`src/rtl/vram_arb_pkg.sv`:
```
`default_nettype none
// ============================================================================
//  Module      : vram_arb_pkg
//  Description : Shared types and default constants for the VRAM port-A
//                arbiter (arbiter mode, grant selector, parameter defaults).
//  Revision    : 1.0 - initial release
// ============================================================================
package vram_arb_pkg;

    // Arbiter operating mode.
    typedef enum logic [0:0] {
        CPU_PRIO  = 1'b0,
        CAM_DRAIN = 1'b1
    } arb_mode_e;

    // Owner of RAM port A in the current cycle.
    typedef enum logic [1:0] {
        GNT_NONE = 2'd0,
        GNT_CPU  = 2'd1,
        GNT_CAM  = 2'd2
    } arb_grant_e;

    // Default parameter values.
    localparam int C_ADDR_W     = 16;
    localparam int C_DATA_W     = 32;
    localparam int C_FIFO_DEPTH = 8;
    localparam int C_HIGH_WATER = 6;
    localparam int C_LOW_WATER  = 2;
    localparam int C_MAX_WAIT   = 16;

endpackage
`default_nettype wire

```
`src/rtl/vram_wr_fifo.sv`:
```
`default_nettype none
// ============================================================================
//  Module      : vram_wr_fifo
//  Description : Synchronous FIFO holding {address, data} camera pixel writes
//                bound for video RAM. Head entry is presented combinationally
//                (first-word fall-through).
//  Ports       : clk, reset (async, active-low)
//                i_push / i_addr / i_data : write side (ignored when full)
//                i_pop                    : consume head (ignored when empty)
//                o_head_addr / o_head_data: current head entry
//                o_level / o_full / o_empty: occupancy status
//  Revision    : 1.0 - initial release
// ============================================================================
module vram_wr_fifo #(
    parameter int AW    = 16,
    parameter int DW    = 32,
    parameter int DEPTH = 8     // power of 2, minimum 4
) (
    input  logic                     clk,
    input  logic                     reset,
    input  logic                     i_push,
    input  logic [AW-1:0]            i_addr,
    input  logic [DW-1:0]            i_data,
    input  logic                     i_pop,
    output logic [AW-1:0]            o_head_addr,
    output logic [DW-1:0]            o_head_data,
    output logic [$clog2(DEPTH):0]   o_level,
    output logic                     o_full,
    output logic                     o_empty
);

    localparam int PTR_W = $clog2(DEPTH);
    localparam int LVL_W = PTR_W + 1;

    logic [AW+DW-1:0] mem_q [DEPTH];
    logic [PTR_W-1:0] wr_ptr_q, wr_ptr_d;
    logic [PTR_W-1:0] rd_ptr_q, rd_ptr_d;
    logic [LVL_W-1:0] level_q,  level_d;
    logic             w_push_ok;
    logic             w_pop_ok;

    assign o_full    = (level_q == LVL_W'(DEPTH));
    assign o_empty   = (level_q == '0);
    assign o_level   = level_q;
    assign w_push_ok = i_push && !o_full;
    assign w_pop_ok  = i_pop  && !o_empty;

    assign {o_head_addr, o_head_data} = mem_q[rd_ptr_q];

    // Pointers wrap naturally because DEPTH is a power of 2.
    always_comb begin
        wr_ptr_d = wr_ptr_q;
        rd_ptr_d = rd_ptr_q;
        level_d  = level_q;
        if (w_push_ok) wr_ptr_d = wr_ptr_q + PTR_W'(1);
        if (w_pop_ok)  rd_ptr_d = rd_ptr_q + PTR_W'(1);
        case ({w_push_ok, w_pop_ok})
            2'b10:   level_d = level_q + LVL_W'(1);
            2'b01:   level_d = level_q - LVL_W'(1);
            default: level_d = level_q;
        endcase
    end

    always_ff @(posedge clk or negedge reset) begin
        if (!reset) begin
            wr_ptr_q <= '0;
            rd_ptr_q <= '0;
            level_q  <= '0;
        end else begin
            wr_ptr_q <= wr_ptr_d;
            rd_ptr_q <= rd_ptr_d;
            level_q  <= level_d;
        end
    end

    // Storage needs no reset: entries are only visible once the level says so.
    always_ff @(posedge clk) begin
        if (w_push_ok) mem_q[wr_ptr_q] <= {i_addr, i_data};
    end

endmodule
`default_nettype wire

```
`src/rtl/vram_port_arbiter.sv`:
```
`default_nettype none
// ============================================================================
//  Module      : vram_port_arbiter
//  Description : Shares video RAM port A between the CPU data path and the
//                camera pixel writer. Camera writes are buffered in a FIFO and
//                drained when the CPU is idle, or forcibly once the FIFO hits
//                its high-water mark or the camera has waited MAX_WAIT cycles.
//  Ports       : clk, reset (async, active-low)
//                cpu_req/we/addr/wdata -> cpu_ready, cpu_rdata, cpu_rvalid
//                cam_valid/addr/data   -> cam_full, cam_drop_cnt
//                ram_address/data/wren -> RAM port A, ram_q <- RAM q_a
//  Revision    : 1.0 - initial release
// ============================================================================
module vram_port_arbiter
    import vram_arb_pkg::*;
#(
    parameter int ADDR_W     = C_ADDR_W,
    parameter int DATA_W     = C_DATA_W,
    parameter int FIFO_DEPTH = C_FIFO_DEPTH,
    parameter int HIGH_WATER = C_HIGH_WATER,
    parameter int LOW_WATER  = C_LOW_WATER,
    parameter int MAX_WAIT   = C_MAX_WAIT
) (
    input  logic              clk,
    input  logic              reset,
    input  logic              cpu_req,
    input  logic              cpu_we,
    input  logic [ADDR_W-1:0] cpu_addr,
    input  logic [DATA_W-1:0] cpu_wdata,
    output logic              cpu_ready,
    output logic [DATA_W-1:0] cpu_rdata,
    output logic              cpu_rvalid,
    input  logic              cam_valid,
    input  logic [ADDR_W-1:0] cam_addr,
    input  logic [DATA_W-1:0] cam_data,
    output logic              cam_full,
    output logic [15:0]       cam_drop_cnt,
    output logic [ADDR_W-1:0] ram_address,
    output logic [DATA_W-1:0] ram_data,
    output logic              ram_wren,
    input  logic [DATA_W-1:0] ram_q
);

    localparam int LVL_W    = $clog2(FIFO_DEPTH) + 1;
    localparam int STARVE_W = $clog2(MAX_WAIT + 1);

    arb_mode_e           mode_q, mode_d;
    arb_grant_e          w_grant;
    logic [STARVE_W-1:0] starve_q, starve_d;
    logic                rvalid_q, rvalid_d;
    logic [15:0]         drop_q, drop_d;
    logic [ADDR_W-1:0]   addr_hold_q, addr_hold_d;
    logic [DATA_W-1:0]   data_hold_q, data_hold_d;

    logic [ADDR_W-1:0]   w_head_addr;
    logic [DATA_W-1:0]   w_head_data;
    logic [LVL_W-1:0]    w_level;
    logic [LVL_W-1:0]    w_level_nxt;
    logic                w_full;
    logic                w_empty;
    logic                w_push;
    logic                w_pop;

    // Drop decision uses the registered full flag, so a same-cycle pop does
    // not make room for an incoming pixel.
    assign w_push = cam_valid && !w_full;
    assign w_pop  = (w_grant == GNT_CAM);

    vram_wr_fifo #(
        .AW    (ADDR_W),
        .DW    (DATA_W),
        .DEPTH (FIFO_DEPTH)
    ) u_fifo (
        .clk         (clk),
        .reset       (reset),
        .i_push      (w_push),
        .i_addr      (cam_addr),
        .i_data      (cam_data),
        .i_pop       (w_pop),
        .o_head_addr (w_head_addr),
        .o_head_data (w_head_data),
        .o_level     (w_level),
        .o_full      (w_full),
        .o_empty     (w_empty)
    );

    // Occupancy after this cycle's push/pop; drain exit looks at this.
    assign w_level_nxt = w_level + LVL_W'(w_push) - LVL_W'(w_pop);

    // Grant from registered state. Held off entirely while reset is asserted
    // so the RAM port stays quiet.
    always_comb begin
        w_grant = GNT_NONE;
        if (reset) begin
            if (mode_q == CPU_PRIO) begin
                if (cpu_req)       w_grant = GNT_CPU;
                else if (!w_empty) w_grant = GNT_CAM;
            end else if (!w_empty) begin
                w_grant = GNT_CAM;
            end
        end
    end

    // Port A mux; without a grant the bus parks on its last driven value.
    always_comb begin
        cpu_ready   = 1'b0;
        ram_wren    = 1'b0;
        ram_address = addr_hold_q;
        ram_data    = data_hold_q;
        case (w_grant)
            GNT_CPU: begin
                cpu_ready   = 1'b1;
                ram_wren    = cpu_we;
                ram_address = cpu_addr;
                ram_data    = cpu_wdata;
            end
            GNT_CAM: begin
                ram_wren    = 1'b1;
                ram_address = w_head_addr;
                ram_data    = w_head_data;
            end
            default: ;
        endcase
        addr_hold_d = ram_address;
        data_hold_d = ram_data;
    end

    // Mode FSM.
    always_comb begin
        mode_d = mode_q;
        case (mode_q)
            CPU_PRIO: begin
                if ((32'(w_level) >= HIGH_WATER) || (32'(starve_q) == MAX_WAIT))
                    mode_d = CAM_DRAIN;
            end
            CAM_DRAIN: begin
                if (32'(w_level_nxt) <= LOW_WATER)
                    mode_d = CPU_PRIO;
            end
            default: mode_d = CPU_PRIO;
        endcase
    end

    // Starve counter, read-valid pipeline and saturating drop counter.
    always_comb begin
        starve_d = starve_q;
        if (w_empty || (w_grant == GNT_CAM))
            starve_d = '0;
        else if (32'(starve_q) < MAX_WAIT)
            starve_d = starve_q + STARVE_W'(1);

        rvalid_d = (w_grant == GNT_CPU) && !cpu_we;

        drop_d = drop_q;
        if (cam_valid && w_full && (drop_q != 16'hFFFF))
            drop_d = drop_q + 16'd1;
    end

    always_ff @(posedge clk or negedge reset) begin
        if (!reset) begin
            mode_q      <= CPU_PRIO;
            starve_q    <= '0;
            rvalid_q    <= 1'b0;
            drop_q      <= '0;
            addr_hold_q <= '0;
            data_hold_q <= '0;
        end else begin
            mode_q      <= mode_d;
            starve_q    <= starve_d;
            rvalid_q    <= rvalid_d;
            drop_q      <= drop_d;
            addr_hold_q <= addr_hold_d;
            data_hold_q <= data_hold_d;
        end
    end

    assign cpu_rvalid   = rvalid_q;
    assign cpu_rdata    = ram_q;
    assign cam_full     = w_full;
    assign cam_drop_cnt = drop_q;

endmodule
`default_nettype wire

```
`config.mk`:
```
export PLATFORM = sky130hd
export DESIGN_NAME = vram_port_arbiter
export DESIGN_NICKNAME = d
export VERILOG_FILES = /design/src/rtl/vram_arb_pkg.sv /design/src/rtl/vram_wr_fifo.sv /design/src/rtl/vram_port_arbiter.sv
export SDC_FILE = /design/constraint.sdc
export NUM_CORES = 1
export LEC_CHECK = 0
export ABC_CLOCK_PERIOD_IN_PS = 8200
export CAP_MARGIN = 30
export CORE_ASPECT_RATIO = 2
export CORE_MARGIN = 3
export CORE_UTILIZATION = 35
export DETAILED_ROUTE_END_ITERATION = 12
export GPL_TIMING_DRIVEN = 0
export PLACE_DENSITY = 0.59
export SLEW_MARGIN = 5
export SYNTH_ARGS = -nofsm -noshare
export SYNTH_HDL_FRONTEND = slang
export SYNTH_SLANG_ARGS = --single-unit
```
`constraint.sdc`:
```
create_clock -name clk -period 8.2 [get_ports clk]
set_input_delay 1.64 -clock clk [delete_from_list [all_inputs] [get_ports clk]]
set_output_delay 1.64 -clock clk [all_outputs]
set_load 0.02 [all_outputs]
```
After elaboration in Yosys (flattened, before gate mapping) --
Memory sizes are Yosys's and may differ from the RTL's. Index checks and enable logic that the tools add are counted.
Word-level totals: flip-flop bits (word level) 81, memories kept 1, bits of input ports 133, memory bits (writable) 384, word-level logic and storage cells 59, output and inout bits 100
Cells by class: magnitude comparators 3, equality and inequality tests 7, mux-type cells 16, reductions and logical operators 14, bitwise logic cells 1, add/sub/neg operators 8
Memory list:
- u_fifo.mem_q | depth 8, width 48, rd ports 1, clocked after Yosys merged registers in 0, wr ports 1, RTL line vram_wr_fifo.sv:35 | logic [AW+DW-1:0] mem_q [DEPTH];
Operators by type and width (count):
- $pmux 32 s2 | 1
- $pmux 16 s2 | 1
- $add 16x1->16 const B | 1
- $ne 16x16->1 const B | 1
- $mux 5 | 2
- $mux 2 | 4
- $pmux 4 s2 | 1
- $add 3x1->3 const B | 2
- $logic_and 1x1->1 | 6
- $add 5x1->5 const B | 1
- $eq 5x5->1 const B | 1
- $lt 5x5->1 const B | 1
- $mux 1 | 5
- $add 4x1->4 | 1
- $add 4x1->4 const B | 1
- $eq 2x1->1 const B | 2
- $eq 2x2->1 const B | 2
- $eq 4x4->1 const B | 1
- $ge 4x3->1 const B | 1
- $le 4x2->1 const B | 1
- $logic_not 4->1 | 1
- $pmux 1 s2 | 2
- $reduce_bool 2->1 | 2
- $sub 4x1->4 | 1
- 4 further kinds | 7

Longest topological paths before layout --
depth in word-level cells 10, gate-level depth with buffers 14, depth with buffers taken out 14

By module --
Synthesis repeated with hierarchy kept, for this count alone.
Unflattened totals: cell total of the unflattened synthesis 1005, area, all modules 18794.3 sq um
By module, submodules not included:
- vram_wr_fifo | sequential area each 11781.3 sq um, area each 15140.8 sq um, cells each 622, times used 1
- vram_port_arbiter | sequential area each 1776.7 sq um, area each 3653.5 sq um, cells each 383, times used 1

Worst setup path before layout --
Ideal clock, no wire load.
kind input to register, from in cam_valid, to mem u_fifo.mem_q[0][0] in the netlist's numbering (enable), slack 0.823 ns, setup time 0.572 ns, stages on the path 3, required time 7.628 ns, arrival time 6.804 ns, path buffers 0, cells stage by stage a21boi_1 > inv_1 > nor4_1
Between the ends: longest elaborated chain between the ends 4
RTL lines:
- from (decl) | RTL line vram_port_arbiter.sv:33 | input logic cam_valid,
- $logic_and 1x1->1 | RTL line vram_port_arbiter.sv:66 | assign w_push = cam_valid && !w_full;
- $logic_and 1x1->1 | RTL line vram_wr_fifo.sv:45 | assign w_push_ok = i_push && !o_full;
- $mux 1 | RTL line vram_wr_fifo.sv:78 | if (w_push_ok) mem_q[wr_ptr_q] <= {i_addr, i_data};
- $mux 1 (implied by the code) | RTL line vram_wr_fifo.sv:78
- to (decl) | RTL line vram_wr_fifo.sv:35
No other way between the ends.

Worst setup path in the final report --
from in reset, to out ram_data[8]
Between the ends: longest elaborated chain between the ends 3, elaborated cells between the ends (all ways) 4, those cells by class 2 x eq/ne; 2 x mux
RTL lines:
- from (decl) | RTL line vram_port_arbiter.sv:25 | input logic reset,
- $mux 2 (*) | RTL line vram_port_arbiter.sv:94 | if (reset) begin
- $eq 2x2->1 / $eq 2x1->1 (equally long branches) | RTL line vram_port_arbiter.sv:110 | case (w_grant)
- $pmux 32 s2 (*) | RTL line vram_port_arbiter.sv:110
- to (decl) | RTL line vram_port_arbiter.sv:39 | output logic [DATA_W-1:0] ram_data,
Every way passes the cells marked *; elsewhere a longest branch is shown, timed or not.

==> out/summary.md <==
In this run the critical register-to-register path is captured at data_hold_q[8]. The maximum fanout count along the critical path works out to 50. The analysis attributes to cell leakage a power of 0.00852 uW. TritonCTS built the clock tree.

Overall power consumption after layout is estimated at 8200 uW. After the first detailed-routing iteration, the DRC count stood at 688. The final clock period utilization by the worst path works out to 0.904. The die extent in x is 170 um, and the number of nets in the finished design is 1535. The worst path meets setup with 0.791 ns of slack. For the pin with the worst max-slew slack, the measured transition is 0.775 ns. The core region is 53000 um^2. Kind of critical path: input port to output port. In the routed design, unresolved DRC markers number 0. By area the synthesized netlist is led by edfxtp_1 (61%), dfrtp_1 (11%), mux4_2 (5.7%), mux2i_1 (5.2%), a221oi_1 (4.5%).

Setup slack on the worst reg-to-reg path comes out at 4.50 ns. First-pass GRT wire length: 73100 um. Entering global routing, the biggest net connects 51 pins. The routed length per placed instance was 23.8 um; the buffers plus inverters on the worst setup path was 7. The root buffer cell chosen for the clock tree is clkbuf_16. For this run, the top clock speed supported by timing is 135 MHz. Setup repair after global routing left no endpoint under its margin. Nature of the critical path endpoint: an output port. The level count of the clock H-tree was 2; the initial antenna violation count was 3. The number of global-route vias before repair is 11600. The run gives 4530 um^2 as the area occupied by multi-input gates. The number of cells produced by synthesis was 1099. For the worst endpoint data arrival time, the log shows 5.77 ns.

For this run the aggregate overflow at the end of global routing stands at 0. The layout overhead on the synthesized area is 25.2%. The average footprint of a synthesized cell is 17.2 um^2, and the maximum ir drop on the vdd rail is 0.237 mV. The tools report the count of pins over their slew limit as 0. Leaving out filler cells and counting taps, the final layout contains 2084. The top cell type's share of synthesized area is 0.612. The synthesized design spends more area on one cell type than any other, namely edfxtp_1. For the worst setup path, the data required time is 6.56 ns. The clock reaches the later pin of the worst-skew pair after 0.55 ns. The global placement routability congestion is 0.735. The sink count of the clock tree is 465, and the share of final-layout standard cells stronger than drive strength 1 is 0.163. Including well taps, the total number of placed cells is 2004.

Measured along the y axis, the die boundary spans 334 um. 233 I/O pins were placed. The run finished with clean final reports. The number of cell instances on the worst register-to-register path came out at 11. Input and output buffers added on the ports amount to 200. The number of placement rows was 119; the largest clock skew in the final design was 0.00979 ns. The highest-delay cell along the critical path was clkdlybuf4s50_1. Prior to clock tree synthesis, the placed netlist has a worst setup slack of 0.707 ns. TritonCTS created 42 clock buffers.

The final hold violation count is 0, and the HPWL after detailed placement is 34700 um. The run gives 0 as the final antenna-violating net count. Traced cell by cell, the critical path runs through buf_4 > buf_16 > inv_1 > or2_2 > ha_1 > inv_1 > clkbuf_1 > clkbuf_1 > a221oi_1 > a221oi_1 > a21oi_1 > clkdlybuf4s50_1. Wires add up to 49600 um. The count of cells along the worst hold path was 1.

The run gives 0.173 as the global-route usage over all layers. The worst setup path is launched from an input port. In the routed layout, each cell is associated on average with a via count of 5.11. Post-route minimum period: 7.41 ns. The path with the worst hold slack has its endpoint at mode_q. Fill cells in the final layout number 4744. The tools report the number of maximum-capacitance constraint violations as 0. Dividing total power by cell area gives a power density of 347 nW/um^2. The cell area after technology mapping is 18900 um^2, and the post-synth net total is 1251. The number of hold buffers added after CTS was 0. The longest clock path from root to sink contains 3 buffers. The tools report the launch instance of the worst min-delay path as mode_q.

The kind of cell with the highest combined delay along the critical path is buffers and inverters. In this run the critical register-to-register path is launched from u_fifo.o_level[1]. The starting density of the core is 0.356, and the clock slew at the register clock pins of the worst setup and hold paths is 0.07 ns.

The logs give 0 for the post-cts sizing count and 5 for the number of optimization iterations in the first detailed-route pass. The synthesized design contains 465 register bits. The stage delay of the slowest cell on the critical path is 0.59 ns. The die covers 56900 um^2.

In this run the worst hold path is classified as flop to flop. Post-CTS setup buffer count: 0. Summing all flip-flop and latch instances after layout gives 13600 um^2.

The yosys synthesis warning count is 0, and the total vias in the final route is 10600. For the worst-case headroom to the max-slew limit, the log shows 0.484. The run gives 0.719 as the portion of the post-synthesis area used by sequential elements.

The run gives 43 as the count of different cell masters after synthesis. The tools report the total setup violations reported at the end of the flow as 0.
==> report_power, final <==
group / internal [uW] / switching [uW]
registers: 3030 / 147
clock network: 1160 / 849
logic: 1290 / 1730
total: 5470 / 2720
==> worst max-delay path by stage <==
stage                    from                  to  slack (ns)  cells past startpoint
floorplan           cam_valid  u_fifo.mem_q[0][0]        0.82                      3
global placement    cam_valid  u_fifo.mem_q[0][5]       -4.69                      4
detailed placement      reset         ram_data[8]        0.71                     12
CTS                     reset         ram_data[8]        0.68                     12
global route            reset         ram_data[8]        0.44                     12
finish                  reset         ram_data[8]        0.79                     12
==> registers in the layout, indices dropped and copies added, names as in the netlist, 3 cells and up <==
name	count
u_fifo.wr_ptr_q	3
u_fifo.o_level	4
addr_hold_q	16
u_fifo.rd_ptr_q	3
data_hold_q	32
u_fifo.mem_q	384
cam_drop_cnt	16
starve_q	5
==> logic make-up (layout without fill, tap and decap cells) <==
group                    count (synthesis)  in the layout  share of synthesized area
AO/OA/AOI/OAI                          156            156                     0.0613
adder cells (fa/ha/maj)                 19             19                     0.0134
flip-flops                             465            465                      0.719
multiplexers                           149            149                      0.111
AND/OR/NAND/NOR                        123            123                     0.0389
buffers and inverters                  159            477                     0.0432
other                                    0              2                          0
XOR/XNOR                                28             28                     0.0130
==> final cells by class <==
type / instances / share of cell area
repair buffers: 240 / 0.104
clock buffers: 61 / 0.0532
well taps: 665 / 0.0353
flip-flops and latches: 465 / 0.575
plain buffers: 93 / 0.0240
clock inverters: 17 / 0.00673
inverters: 66 / 0.0105
diodes: 2 / 0.000212
multi-input cells: 475 / 0.192
==> synthesized netlist by cell type, drive strengths merged <==
library cell    n
a2111oi         1
a21boi          1
a21o            2
a21oi          52
a221oi         96
a31oi           2
and2            1
and2b           1
buf            60
clkbuf         33
dfrtp          81
edfxtp        384
fa              2
ha             17
inv            66
mux2            3
mux2i          98
mux4           48
nand2          13
nand2b         52
nand3           5
nand4           6
nand4b          1
nand4bb         1
nor2           15
nor2b           3
nor3           12
nor3b           1
nor4            6
nor4bb          1
o21ai           2
or2             2
or3             2
or4             1
xnor2          10
xor2           18
==> metal layers <==
| metal | GRT usage | wire, um |
|---|---|---|
| met5 | 0 | 25 |
| met3 | 0.0244 | 2160 |
| met2 | 0.333 | 27700 |
| met4 | 0.0506 | 1340 |
| met1 | 0.196 | 18300 |
==> metrics by stage <==
step           area, um^2  setup TNS (ns)   util  hold WS, ns
2_1_floorplan       18900               0      -        0.442
6_report            23600               0  0.445        0.495
5_1_grt             23600               0  0.445        0.504
3_3_place_gp        21700         -777.01  0.409        0.463
3_5_place_dp        22200               0  0.418        0.485
4_1_cts             23600               0  0.445        0.494
==> cell usage in the layout, fill, tap and decap left out, drive strengths merged, types with 2 or more instances in the layout <==
| master | n |
|---|---|
| nor2b | 3 |
| mux2i | 98 |
| or2 | 2 |
| diode | 2 |
| a21oi | 52 |
| clkbuf | 94 |
| ha | 17 |
| or3 | 2 |
| nor4 | 6 |
| a21o | 2 |
| mux4 | 48 |
| nand4 | 6 |
| clkinv | 11 |
| nor3 | 12 |
| nand2 | 13 |
| fa | 2 |
| a221oi | 96 |
| inv | 66 |
| dfrtp | 81 |
| nand3 | 5 |
| o21ai | 2 |
| clkdlybuf4s50 | 199 |
| xor2 | 18 |
| nor2 | 15 |
| buf | 101 |
| edfxtp | 384 |
| nand2b | 52 |
| xnor2 | 10 |
| mux2 | 3 |
| bufinv | 3 |
| clkinvlp | 3 |
| a31oi | 2 |
(Power assumes the default switching activity.)
